File: src/rtl/if_stage_pkg.sv
// Shared definitions for the instruction-fetch stage: fetch FSM states,
// reset/bubble constants and the j/jal target helper also used by ID/EX.
package if_stage_pkg;

  typedef enum logic [1:0] {
    S_REQ  = 2'd0,
    S_WAIT = 2'd1,
    S_HOLD = 2'd2
  } fetch_state_e;

  localparam logic [31:0] RESET_PC  = 32'h0000_0000;
  localparam logic [31:0] NOP_INSTR = 32'h0000_0000;  // sll $0,$0,0

  function automatic logic [31:0] jump_target(input logic [31:0] pc_plus4,
                                              input logic [25:0] addr26);
    return {pc_plus4[31:28], addr26, 2'b00};
  endfunction

endpackage

File: src/rtl/if_stage_if.sv
// Instruction-memory port: one request at a time, accepted on imem_ready,
// answered later by a single imem_rvalid beat.
interface if_stage_if;

  logic        imem_req;
  logic [31:0] imem_addr;
  logic        imem_ready;
  logic        imem_rvalid;
  logic [31:0] imem_rdata;

  modport master (
    output imem_req,
    output imem_addr,
    input  imem_ready,
    input  imem_rvalid,
    input  imem_rdata
  );

  modport slave (
    input  imem_req,
    input  imem_addr,
    output imem_ready,
    output imem_rvalid,
    output imem_rdata
  );

endinterface

File: src/rtl/if_stage_if_id_reg.sv
// IF/ID pipeline register. Priority: flush -> bubble, hold -> keep,
// load -> new instruction, otherwise bubble.
module if_stage_if_id_reg #(
  parameter logic [31:0] NOP_INSTR = if_stage_pkg::NOP_INSTR
) (
  input  logic        clk,
  input  logic        rst,
  input  logic        flush_i,
  input  logic        hold_i,
  input  logic        load_i,
  input  logic [31:0] instr_i,
  input  logic [31:0] pc_plus4_i,
  output logic [31:0] instr_o,
  output logic [31:0] pc_plus4_o,
  output logic        valid_o
);

  logic [31:0] instr_q, instr_d;
  logic [31:0] pc4_q, pc4_d;
  logic        valid_q, valid_d;

  // NOTE: every always_comb output gets a default first, so no path can infer a latch.
  always_comb begin
    instr_d = instr_q;
    pc4_d   = pc4_q;
    valid_d = valid_q;
    if (flush_i || (!hold_i && !load_i)) begin
      instr_d = NOP_INSTR;
      pc4_d   = '0;
      valid_d = 1'b0;
    end else if (!hold_i) begin
      instr_d = instr_i;
      pc4_d   = pc_plus4_i;
      valid_d = 1'b1;
    end
  end

  // NOTE: state registers use non-blocking assignments so every flop samples pre-edge values.
  always_ff @(posedge clk or posedge rst) begin
    if (rst) begin
      instr_q <= NOP_INSTR;
      pc4_q   <= '0;
      valid_q <= 1'b0;
    end else begin
      instr_q <= instr_d;
      pc4_q   <= pc4_d;
      valid_q <= valid_d;
    end
  end

  assign instr_o    = instr_q;
  assign pc_plus4_o = pc4_q;
  assign valid_o    = valid_q;

endmodule

File: src/rtl/if_stage.sv
// MIPS instruction-fetch stage: PC, single-outstanding fetch FSM with a
// one-word hold buffer for stalls, branch/jump redirect, and the IF/ID register.
module if_stage #(
  parameter logic [31:0] RESET_PC  = if_stage_pkg::RESET_PC,
  parameter logic [31:0] NOP_INSTR = if_stage_pkg::NOP_INSTR
) (
  input  logic        clk,
  input  logic        rst,
  if_stage_if.master  imem,
  input  logic        stall_id,
  input  logic        branch_taken,
  input  logic [31:0] branch_target,
  input  logic        jump_taken,
  input  logic [25:0] jump_address,
  output logic [31:0] pc_if,
  output logic [31:0] instruction_if_id,
  output logic [31:0] pc_plus4_if_id,
  output logic        valid_if_id
);

  import if_stage_pkg::*;

  fetch_state_e state_q, state_d;
  logic [31:0]  pc_q, pc_d;
  logic [31:0]  hold_q, hold_d;
  logic         drop_q, drop_d;

  logic         redirect;
  logic [31:0]  redirect_pc;
  logic [31:0]  pc_plus4;
  logic         ifid_load;
  logic [31:0]  ifid_word;

  // The branch is the older instruction, so it outranks a jump in ID.
  assign redirect    = branch_taken | jump_taken;
  assign redirect_pc = branch_taken ? (branch_target & 32'hFFFF_FFFC)
                                    : jump_target(pc_plus4_if_id, jump_address);
  assign pc_plus4    = pc_q + 32'd4;

  always_comb begin
    state_d        = state_q;
    pc_d           = pc_q;
    hold_d         = hold_q;
    drop_d         = drop_q;
    imem.imem_req  = 1'b0;
    ifid_load      = 1'b0;
    ifid_word      = imem.imem_rdata;

    unique case (state_q)
      S_REQ: begin
        imem.imem_req = 1'b1;
        if (imem.imem_ready) begin
          state_d = S_WAIT;
          drop_d  = redirect;
        end
      end

      S_WAIT: begin
        if (imem.imem_rvalid) begin
          state_d = S_REQ;
          drop_d  = 1'b0;
          if (!drop_q && !redirect) begin
            if (stall_id) begin
              hold_d  = imem.imem_rdata;
              state_d = S_HOLD;
            end else begin
              ifid_load = 1'b1;
            end
          end
        end else if (redirect) begin
          drop_d = 1'b1;
        end
      end

      S_HOLD: begin
        if (redirect) begin
          state_d = S_REQ;
        end else if (!stall_id) begin
          ifid_load = 1'b1;
          ifid_word = hold_q;
          state_d   = S_REQ;
        end
      end

      default: state_d = S_REQ;
    endcase

    if (redirect) begin
      pc_d = redirect_pc;
    end else if (ifid_load) begin
      pc_d = pc_plus4;
    end
  end

  // NOTE: the hold buffer is a single word of flops, not a RAM, so it is reset like any register.
  always_ff @(posedge clk or posedge rst) begin
    if (rst) begin
      state_q <= S_REQ;
      pc_q    <= RESET_PC & 32'hFFFF_FFFC;
      hold_q  <= '0;
      drop_q  <= 1'b0;
    end else begin
      state_q <= state_d;
      pc_q    <= pc_d;
      hold_q  <= hold_d;
      drop_q  <= drop_d;
    end
  end

  assign imem.imem_addr = pc_q;
  assign pc_if          = pc_q;

  if_stage_if_id_reg #(
    .NOP_INSTR (NOP_INSTR)
  ) u_if_id_reg (
    .clk        (clk),
    .rst        (rst),
    .flush_i    (redirect),
    .hold_i     (stall_id),
    .load_i     (ifid_load),
    .instr_i    (ifid_word),
    .pc_plus4_i (pc_plus4),
    .instr_o    (instruction_if_id),
    .pc_plus4_o (pc_plus4_if_id),
    .valid_o    (valid_if_id)
  );

endmodule

File: src/flat_wrapper.sv
// flat-port wrapper written by rule: the top's interface ports become plain ports
module if_stage_flat import if_stage_pkg::*;
#(
  parameter logic [31:0] RESET_PC  = if_stage_pkg::RESET_PC,
  parameter logic [31:0] NOP_INSTR = if_stage_pkg::NOP_INSTR
)
  (clk, rst, stall_id, branch_taken, branch_target, jump_taken, jump_address, pc_if, instruction_if_id, pc_plus4_if_id, valid_if_id, imem_imem_req, imem_imem_addr, imem_imem_ready, imem_imem_rvalid, imem_imem_rdata);
  if_stage_if imem_i ();
  input  logic clk;
  input  logic rst;
  input  logic stall_id;
  input  logic branch_taken;
  input  logic [31:0] branch_target;
  input  logic jump_taken;
  input  logic [25:0] jump_address;
  output logic [31:0] pc_if;
  output logic [31:0] instruction_if_id;
  output logic [31:0] pc_plus4_if_id;
  output logic valid_if_id;
  output wire logic [$bits(imem_i.imem_req)-1:0] imem_imem_req;
  output wire logic [$bits(imem_i.imem_addr)-1:0] imem_imem_addr;
  input wire logic [$bits(imem_i.imem_ready)-1:0] imem_imem_ready;
  input wire logic [$bits(imem_i.imem_rvalid)-1:0] imem_imem_rvalid;
  input wire logic [$bits(imem_i.imem_rdata)-1:0] imem_imem_rdata;
  assign imem_imem_req = imem_i.imem_req;
  assign imem_imem_addr = imem_i.imem_addr;
  assign imem_i.imem_ready = imem_imem_ready;
  assign imem_i.imem_rvalid = imem_imem_rvalid;
  assign imem_i.imem_rdata = imem_imem_rdata;
  if_stage #(.RESET_PC(RESET_PC), .NOP_INSTR(NOP_INSTR)) u_core (.clk(clk), .rst(rst), .imem(imem_i), .stall_id(stall_id), .branch_taken(branch_taken), .branch_target(branch_target), .jump_taken(jump_taken), .jump_address(jump_address), .pc_if(pc_if), .instruction_if_id(instruction_if_id), .pc_plus4_if_id(pc_plus4_if_id), .valid_if_id(valid_if_id));
endmodule
File: config.mk
export PLATFORM = sky130hd
export DESIGN_NAME = if_stage_flat
export DESIGN_NICKNAME = d
export VERILOG_FILES = /design/src/rtl/if_stage_pkg.sv /design/src/rtl/if_stage_if.sv /design/src/rtl/if_stage_if_id_reg.sv /design/src/rtl/if_stage.sv /design/src/flat_wrapper.sv
export SDC_FILE = /design/constraint.sdc
export NUM_CORES = 1
export LEC_CHECK = 0
export CELL_PAD_IN_SITES_DETAIL_PLACEMENT = 1
export CELL_PAD_IN_SITES_GLOBAL_PLACEMENT = 1
export CORE_ASPECT_RATIO = 0.5
export CORE_MARGIN = 4
export CORE_UTILIZATION = 30
export DETAILED_ROUTE_END_ITERATION = 8
export PLACE_DENSITY = 0.69
export SYNTH_ARGS = -nofsm -noshare
export SYNTH_HDL_FRONTEND = slang
export SYNTH_HIERARCHICAL = 1
export SYNTH_SLANG_ARGS = --single-unit
export TNS_END_PERCENT = 10
File: constraint.sdc
create_clock -name clk -period 2.7 [get_ports clk]
set_input_delay 0.81 -clock clk [delete_from_list [all_inputs] [get_ports clk]]
set_output_delay 0.81 -clock clk [all_outputs]
set_load 0.005 [all_outputs]
=== Word-level counts from Yosys, hierarchy flattened ===
Cells that the tools add are included.

* Add/subtract/negate cells: 1
* Multiply operators: 0
* Divide/modulo/power cells: 0
* Magnitude comparators: 0
* Equality and inequality tests: 7
* Shift-type cells: 0
* Muxes and demuxes: 28
* Bitwise operators: 1
* Reductions and logical operators: 13

{| class="wikitable"
|+ Operators with widths
! kind !! number
|-
| $mux W32 || 9
|-
| $add A32 B3 Y32 const B || 1
|-
| $mux W2 || 6
|-
| $mux W1 || 10
|-
| $ne A3 B2 Y1 const B || 2
|-
| $pmux W2 S3 || 1
|-
| $reduce_and A3 Y1 || 2
|-
| $logic_not A1 Y1 || 4
|-
| $ne A2 B2 Y1 const B || 2
|-
| $pmux W1 S2 || 2
|-
| $reduce_and A4 Y1 || 1
|-
| $reduce_bool A2 Y1 || 2
|-
| $eq A2 B1 Y1 const B || 1
|-
| $eq A2 B2 Y1 const B || 1
|-
| $logic_and A1 B1 Y1 || 2
|-
| $logic_not A2 Y1 || 1
|-
| $ne A2 B1 Y1 const B || 1
|-
| $logic_or A1 B1 Y1 || 1
|-
| $or A1 B1 Y1 || 1
|}

* Register bits after elaboration: 132
* Bits in latches: 0
* RAM bits: 0
* Memory bits (read-only): 0
* Bits of input ports: 97
* Output and inout port bits: 130
* Memories: 0

=== Logic depth before layout (Yosys ltp) ===
Gate-level depths: netlist of the first run.

* Depth after elaboration: 10
* Gate-level depth with buffers: 10

=== Hierarchy ===
Netlist of the first run, hierarchy kept.

{| class="wikitable"
|+ Modules (own cells, without submodules)
! module !! instances !! cells each !! area an instance (um^2)
|-
| if_stage || 1 || 468 || 4,591.9
|-
| if_stage_if_id_reg || 1 || 225 || 2,692.6
|}

=== Least setup slack after synthesis of the first run ===
No wires, ideal clock.

* Path type: input to register
* From: input port jump_taken
* To: register u_core.u_if_id_reg.instr_q[21], in the netlist u_core/u_if_id_reg/instr_o[21]
* Library setup time: 0.122 ns
* Arrival time: 2.311 ns
* Slack: 0.268 ns
* Cell stages on the path: 7
* Path buffers: 2
* Cells stage by stage: buf_2 nor2_4 inv_2 nor3b_2 buf_2 mux2_2 a32o_1

* Elaborated cells on any way between the ends: 15
* Classes of those cells: eq/ne (1); mux (8); bitwise (1); reduce/logical (5)

{| class="wikitable"
|+ RTL lines
! item !! line !! RTL
|-
| start: declaration || flat_wrapper.sv:14 || <nowiki>input logic jump_taken;</nowiki>
|-
| $or A1 B1 Y1 || if_stage.sv:35 || <nowiki>assign redirect = branch_taken | jump_taken;</nowiki>
|-
| $mux W32 || if_stage.sv:76 || <nowiki>if (redirect) begin</nowiki>
|-
| $mux W32 || if_stage.sv:49 || <nowiki>unique case (state_q)</nowiki>
|-
| named net u_core.ifid_word[21] || if_stage.sv:32 || <nowiki>logic [31:0] ifid_word;</nowiki>
|-
| $mux W32 || if_stage_if_id_reg.sv:31 || <nowiki>end else if (!hold_i) begin</nowiki>
|-
| $mux W32 || if_stage_if_id_reg.sv:27 || <nowiki>if (flush_i || (!hold_i && !load_i)) begin</nowiki>
|-
| end signal: assignment || if_stage_if_id_reg.sv:45 || <nowiki>instr_q <= instr_d;</nowiki>
|-
| end: declaration || if_stage_if_id_reg.sv:18 || <nowiki>logic [31:0] instr_q, instr_d;</nowiki>
|}

The timed path passes the listed nets, and every way through them passes these cells. The select of a mux whose other input is x is not followed.
A chain may end at the register's enable or synchronous reset.

=== Worst setup path in the final report of the first run ===
* From: register u_core.state_q[0]
* To: output port imem_imem_req

* Word-level cells in the longest chain between the ends: 2

{| class="wikitable"
|+ RTL lines
! item !! line !! RTL
|-
| start: declaration || if_stage.sv:23 || <nowiki>fetch_state_e state_q, state_d;</nowiki>
|-
| start signal: assignment || if_stage.sv:103 || <nowiki>state_q <= state_d;</nowiki>
|-
| $logic_not A2 Y1 || if_stage.sv:49 ||
|-
| $mux W1 || if_stage.sv:49 ||
|-
| end: declaration || flat_wrapper.sv:20 || <nowiki>output wire logic [$bits(imem_i.imem_req)-1:0] imem_imem_req;</nowiki>
|}

Every way passes these cells.

==> summary.md, run 1 <==
| Metric | Value |
|---|---|
| Pre-CTS setup slack | `-0.1575 ns` |
| Area of the mapped netlist | `~7300 sq um` |
| Final hold vios | `0` |
| GRT Residual Overflow | `0` |
| Worst VDD drop | `~0.48 mV` |
| Worst setup SP type | `flip-flop` |
| Routed Antenna Nets | `0` |
| Final Non-Filler Cells | `between 1000 and 1500` |
| Yosys cell types | `60` |
| Number of synthesized flops with an enable pin | `0` |
| Share of layout cells above drive strength 1 | `between 10% and 20%` |
| Sequential share of the synthesized area | `44.66%` |
| FF+latch count, synth | `130` |
| F_max | `roughly 400 MHz` |
| Pwr per Cell Area | `around 580 nW/um^2` |
| Crit. End Element | `output pin` |
| First-pass GRT wire length | `around 40000 um` |
| Final Total Pwr | `roughly 5.9 mW` |
| Vias in the first global route | `between 6000 and 7000` |
| Layout area overhead | `39.71%` |
| Status | `finished, final reports clean` |
| Clock sink count | `130` |
| Register area | `approximately 3300 sq um` |
| Clock Path Buffers | `2` |
| Commonest cells after routing, fill and taps aside | `clkdlybuf4s50_1 (219), dfrtp_1 (130), mux2_2 (64)` |
| Worst-path clk slew | `around 0.060 ns` |
| Synth Warn # | `6` |
| Max-slew headroom | `a little over a third` |
| Leading cell type in the layout, fill and taps excluded | `clkdlybuf4s50_1` |
| Worst skew pair latency | `between 0.4 and 0.5 ns` |
| Fin area | `between 10000 and 15000 sq um` |
| Overall global routing resource usage | `a little under a fifth` |
| Slew @ Worst Pin | `just under 1 ns` |
| H-tree levels | `4` |
| Final wirelength | `25760 um` |
| CTS resizes | `0` |
| CTS tree | `done` |
| Initial Util | `between 30 and 40%` |
| Die area | `~27000 sq um` |
| Worst Path Max Fanout | `4` |
| Std-Cell Rows | `39` |
| Async SR Flop Fraction | `100.0%` |
| Port Buf Inserts | `220` |
| Dpl cells | `1174` |
| Setup bufs post-CTS | `0` |
| Post-synth top area share | `between 40 and 50%` |
| Final net count | `a little under 1000` |
| Cell Area, Placed | `a little under 10000 sq um` |
| Max-Cap Viols | `0` |
| Starting DRC count in detailed routing | `between 300 and 400` |
| Setup violations, final | `0` |
| Leak pwr | `approximately 4.0 nW` |
| Post-route setup TNS | `0 ns` |
| Hold Buf Count CTS | `0` |
| Worst hold slack | `approximately 0.49 ns` |
| Number of fill cells | `between 2000 and 3000` |
| Vias per cell | `~5` |
| Hold Crit Class | `flip-flop to flip-flop` |
| Antenna violations before repair | `1` |
| Worst endpoint data arrival time | `1.70 ns` |
| Post-DP HPWL | `approximately 18000 um` |
| Drt pass-1 iters | `4` |
| Synth Instances | `roughly 690` |
| Final min period | `approximately 2.5 ns` |
| CTS root buf | `clkbuf_16` |
| Core Box Area | `~23000 sq um` |
| TritonCTS buffer count | `17` |
| Area contributors post-synth | `dfrtp_1 (45%), mux2_2 (9.9%), a32o_1 (4.3%), buf_4 (4.1%), xnor2_1 (3.5%)` |
| RSZ-0062 raised after global routing | `false` |
| Max-slew violations | `0` |
| Drt wl/cell | `roughly 21 um` |
| Largest net degree at the start of global routing | `40` |
| Finished Core Util | `between 40 and 50%` |
| Final Cycle Share | `93.02%` |
| Yosys top cell by area | `dfrtp_1` |
| Post-Syn Area per Cell | `between 10 and 15 sq um` |
| Area of the multi-input gates | `3408 sq um` |
| Top Ports | `about 230` |
| Final worst setup slack | `around 0.19 ns` |
| Worst Path Required | `~1.9 ns` |
| Via count | `between 6000 and 7000` |
| # DRC | `0` |
| Clock Skews | `0.01227 ns` |
| Predominant post-synthesis flop cell | `dfrtp_1` |
| Crit Path Class | `flip-flop to output pin` |
| Die Y | `approximately 120 um` |
| Die X | `around 230 um` |
| Routability congestion estimate | `just over 0.8` |
[flip-flops by register name (all words and copies together) (netlist names)]
| register | count |
|---|---|
| u_core/drop_q | 1 |
| u_core/u_if_id_reg/valid_o | 1 |
| u_core/imem.imem_addr | 30 |
| u_core/u_if_id_reg/instr_o | 32 |
| u_core/u_if_id_reg/pc_plus4_o | 32 |
| u_core/state_q | 2 |
| u_core/hold_q | 32 |
[routing by layer]
metal | routed length, um | up-vias | GRT usage, %
met5 | 0 | - | 0
met4 | 408 | 0 | 5.691
met3 | 951 | 22 | 4.063
met2 | 13050 | 111 | 34.01
met1 | 11350 | 3170 | 23.72
li1 | - | 2869 | -
[cells in the mapped netlist, drive strengths merged, types with 2 or more instances]
| cell type | instances |
|---|---|
| a211oi | 5 |
| a21oi | 50 |
| a22oi | 6 |
| a311oi | 3 |
| a31oi | 2 |
| a32o | 31 |
| and2 | 3 |
| and3 | 8 |
| and4 | 6 |
| buf | 67 |
| clkbuf | 19 |
| clkdlybuf4s15 | 2 |
| dfrtp | 130 |
| ha | 5 |
| inv | 10 |
| mux2 | 64 |
| mux2i | 5 |
| nand2 | 57 |
| nand3 | 18 |
| nand3b | 33 |
| nand4 | 10 |
| nor2 | 28 |
| nor2b | 10 |
| nor3 | 11 |
| nor4 | 8 |
| o211ai | 3 |
| o21ai | 24 |
| o22ai | 15 |
| o2bb2ai | 2 |
| o31a | 2 |
| xnor2 | 29 |
| xor2 | 14 |
[layout make-up]
class / count / share of cell area, %
sequential: 130 / 31.96
multi-input combinational: 470 / 33.49
inverter: 10 / 0.3934
clock buffer: 24 / 4.733
tap: 307 / 3.774
timing repair buffer: 257 / 24.81
clock inverter: 6 / 0.7868
antenna: 2 / 0.04918
[path summary, 6_finish.rpt]
kind | from | to | slack, ns | cells after the start
hold reg to reg | u_core/u_if_id_reg/pc_plus4_o[15] | u_core/u_if_id_reg/pc_plus4_o[15] | 0.49 | 1
max in group asynchronous | rst | u_core/u_if_id_reg/instr_o[6] | 1.36 | 3
setup reg to reg | u_core/state_q[1] | u_core/u_if_id_reg/pc_plus4_o[8] | 0.27 | 7
setup / recovery | u_core/state_q[0] | imem_imem_req | 0.19 | 3
hold / removal | u_core/u_if_id_reg/pc_plus4_o[15] | u_core/u_if_id_reg/pc_plus4_o[15] | 0.49 | 1
min in group asynchronous | rst | u_core/hold_q[23] | 0.83 | 3
[cells by family (layout without fill, tap and decap cells)]
kind of cell / Yosys count / after routing / synth area share [%]
buffers and inverters: 98 / 297 / 9.035
muxes: 69 / 69 / 10.58
xor gates and xnor gates: 43 / 43 / 5.170
and+or+nand+nor: 199 / 199 / 15.89
adders and majority gates: 5 / 5 / 0.8588
other: 1 / 8 / 0.05148
AOI/OAI and AO/OA: 148 / 148 / 13.76
DFF: 130 / 130 / 44.66
[power by group]
group | total, mW | internal [mW] | switching (mW)
Combinational | 1.18 | 0.666 | 0.512
Sequential | 2.42 | 2.20 | 0.219
Clock | 2.31 | 1.42 | 0.890
Total | 5.90 | 4.28 | 1.62
[worst max-delay path: stages, from the launching register on]
cell and delay (ns):
dfrtp_1 0.38, inv_1 0.12, ha_1 0.23, clkdlybuf4s50_1 0.54
(Power assumes the default switching activity.)
==> inputs of run 2 (changes only) <==
Clock period 2.7 ns to 2.9 ns, I/O delays scaled along.
==> run 2 against run 1 <==
  * Hold slack gained 0.0050 ns
  * Worst setup slack gained 0.12 ns
  * Sequential cell count unchanged
  * Critical path depth unchanged
  * Clock skew decreased by 0.00078 ns
  * Sequential share of layout area increased by 0.15 points
  * Utilization shrank 0.20 points
  * Die area did not move
  * Total power decreased by 7.1%
  * Global-route usage decreased by 0.27 points
  * Largest cell class unchanged
==> summary.md, run 2 (synthesis results as in run 1) <==
| Metric | Value |
|---|---|
| Status | `finished, final reports clean` |
| Setup violations, final | `0 (unchanged)` |
| Drt wl/cell | `21.54 um (+0.83%)` |
| Worst Path Required | `2.03 ns (+0.14 ns)` |
| Worst setup SP type | `flip-flop` |
| Worst Path Buf+Inv | `2 (unchanged)` |
| Hold-critical path depth | `1 (unchanged)` |
| CP max stage cell | `clkdlybuf4s50_1` |
| Post-DP HPWL | `18240 um (-0.43%)` |
| Worst VDD drop | `0.4089 mV (-15%)` |
| Vias per cell | `5.155 (+0.73%)` |
| Layout area overhead | `39.06%` |
| Initial Util | `31.23% (unchanged)` |
| Hold EP | `u_core/u_if_id_reg/pc_plus4_o[16]` |
| Final worst setup slack | `0.3133 ns (+0.1250 ns)` |
| Final Cycle Share | `about nine tenths` |
| Worst setup path start | `u_core/state_q[0]` |
| Crit. End Element | `output pin` |
| Worst-path clk slew | `0.06 ns (about the same)` |
| Top Ports | `227 (unchanged)` |
| CP Cell Sequence | `inv_1, ha_1, clkdlybuf4s50_1` |
| Routability congestion estimate | `0.8188 (+1.7%)` |
| Std-Cell Rows | `39 (unchanged)` |
| Clock sink count | `130 (unchanged)` |
| Share of layout cells above drive strength 1 | `16.14% (-0.021 points)` |
| F_max | `just under 400 MHz` |
| Worst R2R Setup Slack | `0.52 ns (+0.25 ns)` |
| H-tree levels | `4 (unchanged)` |
| Pwr per Cell Area | `541.2 nW/um^2 (-6.7%)` |
| Overall global routing resource usage | `18.92% (-0.27 points)` |
| Setup bufs post-CTS | `0 (unchanged)` |
| Via count | `6181 (+0.15%)` |
| Leak pwr | `4.008 nW (-1.0%)` |
| Hold Buf Count CTS | `0 (unchanged)` |
| First-pass GRT wire length | `40440 um (-0.46%)` |
| Die area | `26990 sq um (unchanged)` |
| CTS tree | `done` |
| Commonest cells after routing, fill and taps aside | `clkdlybuf4s50_1 (219), dfrtp_1 (130), mux2_2 (64)` |
| # DRC | `0 (unchanged)` |
| Clock Skews | `0.01150 ns (-0.0007784 ns)` |
| Max-slew violations | `0 (unchanged)` |
| Dpl cells | `1167 (-0.60%)` |
| Die Y | `118.2 um (unchanged)` |
| Antenna violations before repair | `0 (-1)` |
| Clock Path Buffers | `2 (unchanged)` |
| Leading cell type in the layout, fill and taps excluded | `clkdlybuf4s50_1` |
| ANT cells | `0 (-2)` |
| FF-to-FF Start | `u_core/state_q[0]` |
| Final min period | `about 2.6 ns` |
| Core Box Area | `23320 sq um (unchanged)` |
| Drt pass-1 iters | `4 (unchanged)` |
| Max-Cap Viols | `0 (unchanged)` |
| Final wirelength | `25820 um (+0.25%)` |
| Largest net degree at the start of global routing | `40 (unchanged)` |
| Min-delay src | `u_core/u_if_id_reg/pc_plus4_o[16]` |
| CTS root buf | `clkbuf_16` |
| Port Buf Inserts | `220 (unchanged)` |
| Pre-CTS setup slack | `0.006558 ns (+0.1640 ns)` |
| CP delay by family, top | `buffers and inverters` |
| Crit Reg-Reg Endpoint | `u_core/u_if_id_reg/pc_plus4_o[5]` |
| RSZ-0062 raised after global routing | `false` |
| Slowest stage delay, CP | `0.54 ns (about the same)` |
| Die X | `228.4 um (unchanged)` |
| TritonCTS buffer count | `17 (unchanged)` |
| Worst endpoint data arrival time | `1.72 ns (+0.02 ns)` |
| Worst skew pair latency | `0.42 ns (about the same)` |
| Final net count | `981 (-0.71%)` |
| Vias in the first global route | `6663 (-0.34%)` |
| Routed Antenna Nets | `0 (unchanged)` |
| Final Non-Filler Cells | `1199 (-0.58%)` |
| Worst Reg-to-Reg Cells | `7 (unchanged)` |
| Worst Path Max Fanout | `4 (unchanged)` |
| Max-slew headroom | `35.38% (+0.65 points)` |
| Hold Crit Class | `flip-flop to flip-flop` |
| Final hold vios | `0 (unchanged)` |
| GRT Residual Overflow | `0 (unchanged)` |
| Starting DRC count in detailed routing | `383 (+11%)` |
| Final Total Pwr | `5.482 mW (-7.1%)` |
| Slew @ Worst Pin | `0.9672 ns (-0.009677 ns)` |
| Crit Path Class | `flip-flop to output pin` |
| Post-route setup TNS | `0 ns (unchanged)` |
| CTS resizes | `0 (unchanged)` |
[run 2: worst max-delay path by stage]
stage / cells after the start / slack [ns] / end
floorplan: 1 / 0.40 / u_core/drop_q
global placement: 6 / 0.02 / u_core/u_if_id_reg/pc_plus4_o[14]
detailed placement: 7 / 0.007 / u_core/imem.imem_addr[18]
CTS: 3 / 0.29 / imem_imem_req
global route: 3 / 0.23 / imem_imem_req
finish: 3 / 0.31 / imem_imem_req
[run 2: power breakdown]
group	leakage [nW]	total (mW)	internal (mW)	switching (mW)
registers	1.71	2.25	2.04	0.207
logic	2.03	1.09	0.612	0.477
clock network	0.274	2.14	1.27	0.869
total	4.01	5.48	3.93	1.55
[run 2: cell type report]
| class | instances | area, sq um |
|---|---|---|
| fill | 2571 | 13200 |
| multi-input combinational | 470 | 3408 |
| sequential | 130 | 3253 |
| timing repair buffer | 250 | 2460 |
| clock buffer | 21 | 480.5 |
| tap | 307 | 384.1 |
| clock inverter | 11 | 103.9 |
| inverter | 10 | 40.04 |
[run 2: worst reg2reg max path: cells and delay by family (launching register included)]
family                     cells  cell delay [ns]
adders and majority gates      1             0.28
buffers and inverters          1             0.10
and+or+nand+nor                3             1.17
AOI/OAI and AO/OA              2             0.42
DFF                            1             0.36
[run 2: layer usage]
layer,vias up,part of all wire (%),track usage [%]
li1,2842,-,-
met1,3191,44,24.31
met2,124,51,33.07
met3,24,3.7,3.798
met4,0,1.5,4.545
met5,-,0,0
[run 2: stage by stage]
| stage | utilization [%] | hold slack (ns) | instance area (sq um) |
|---|---|---|---|
| after floorplan | - | 0.4736 | 7303 |
| after global placement | 40.92 | 0.4789 | 9545 |
| after detailed placement | 40.92 | 0.4844 | 9545 |
| after CTS | 43.43 | 0.5012 | 10130 |
| after global routing | 43.43 | 0.5154 | 10130 |
| final | 43.43 | 0.4960 | 10130 |
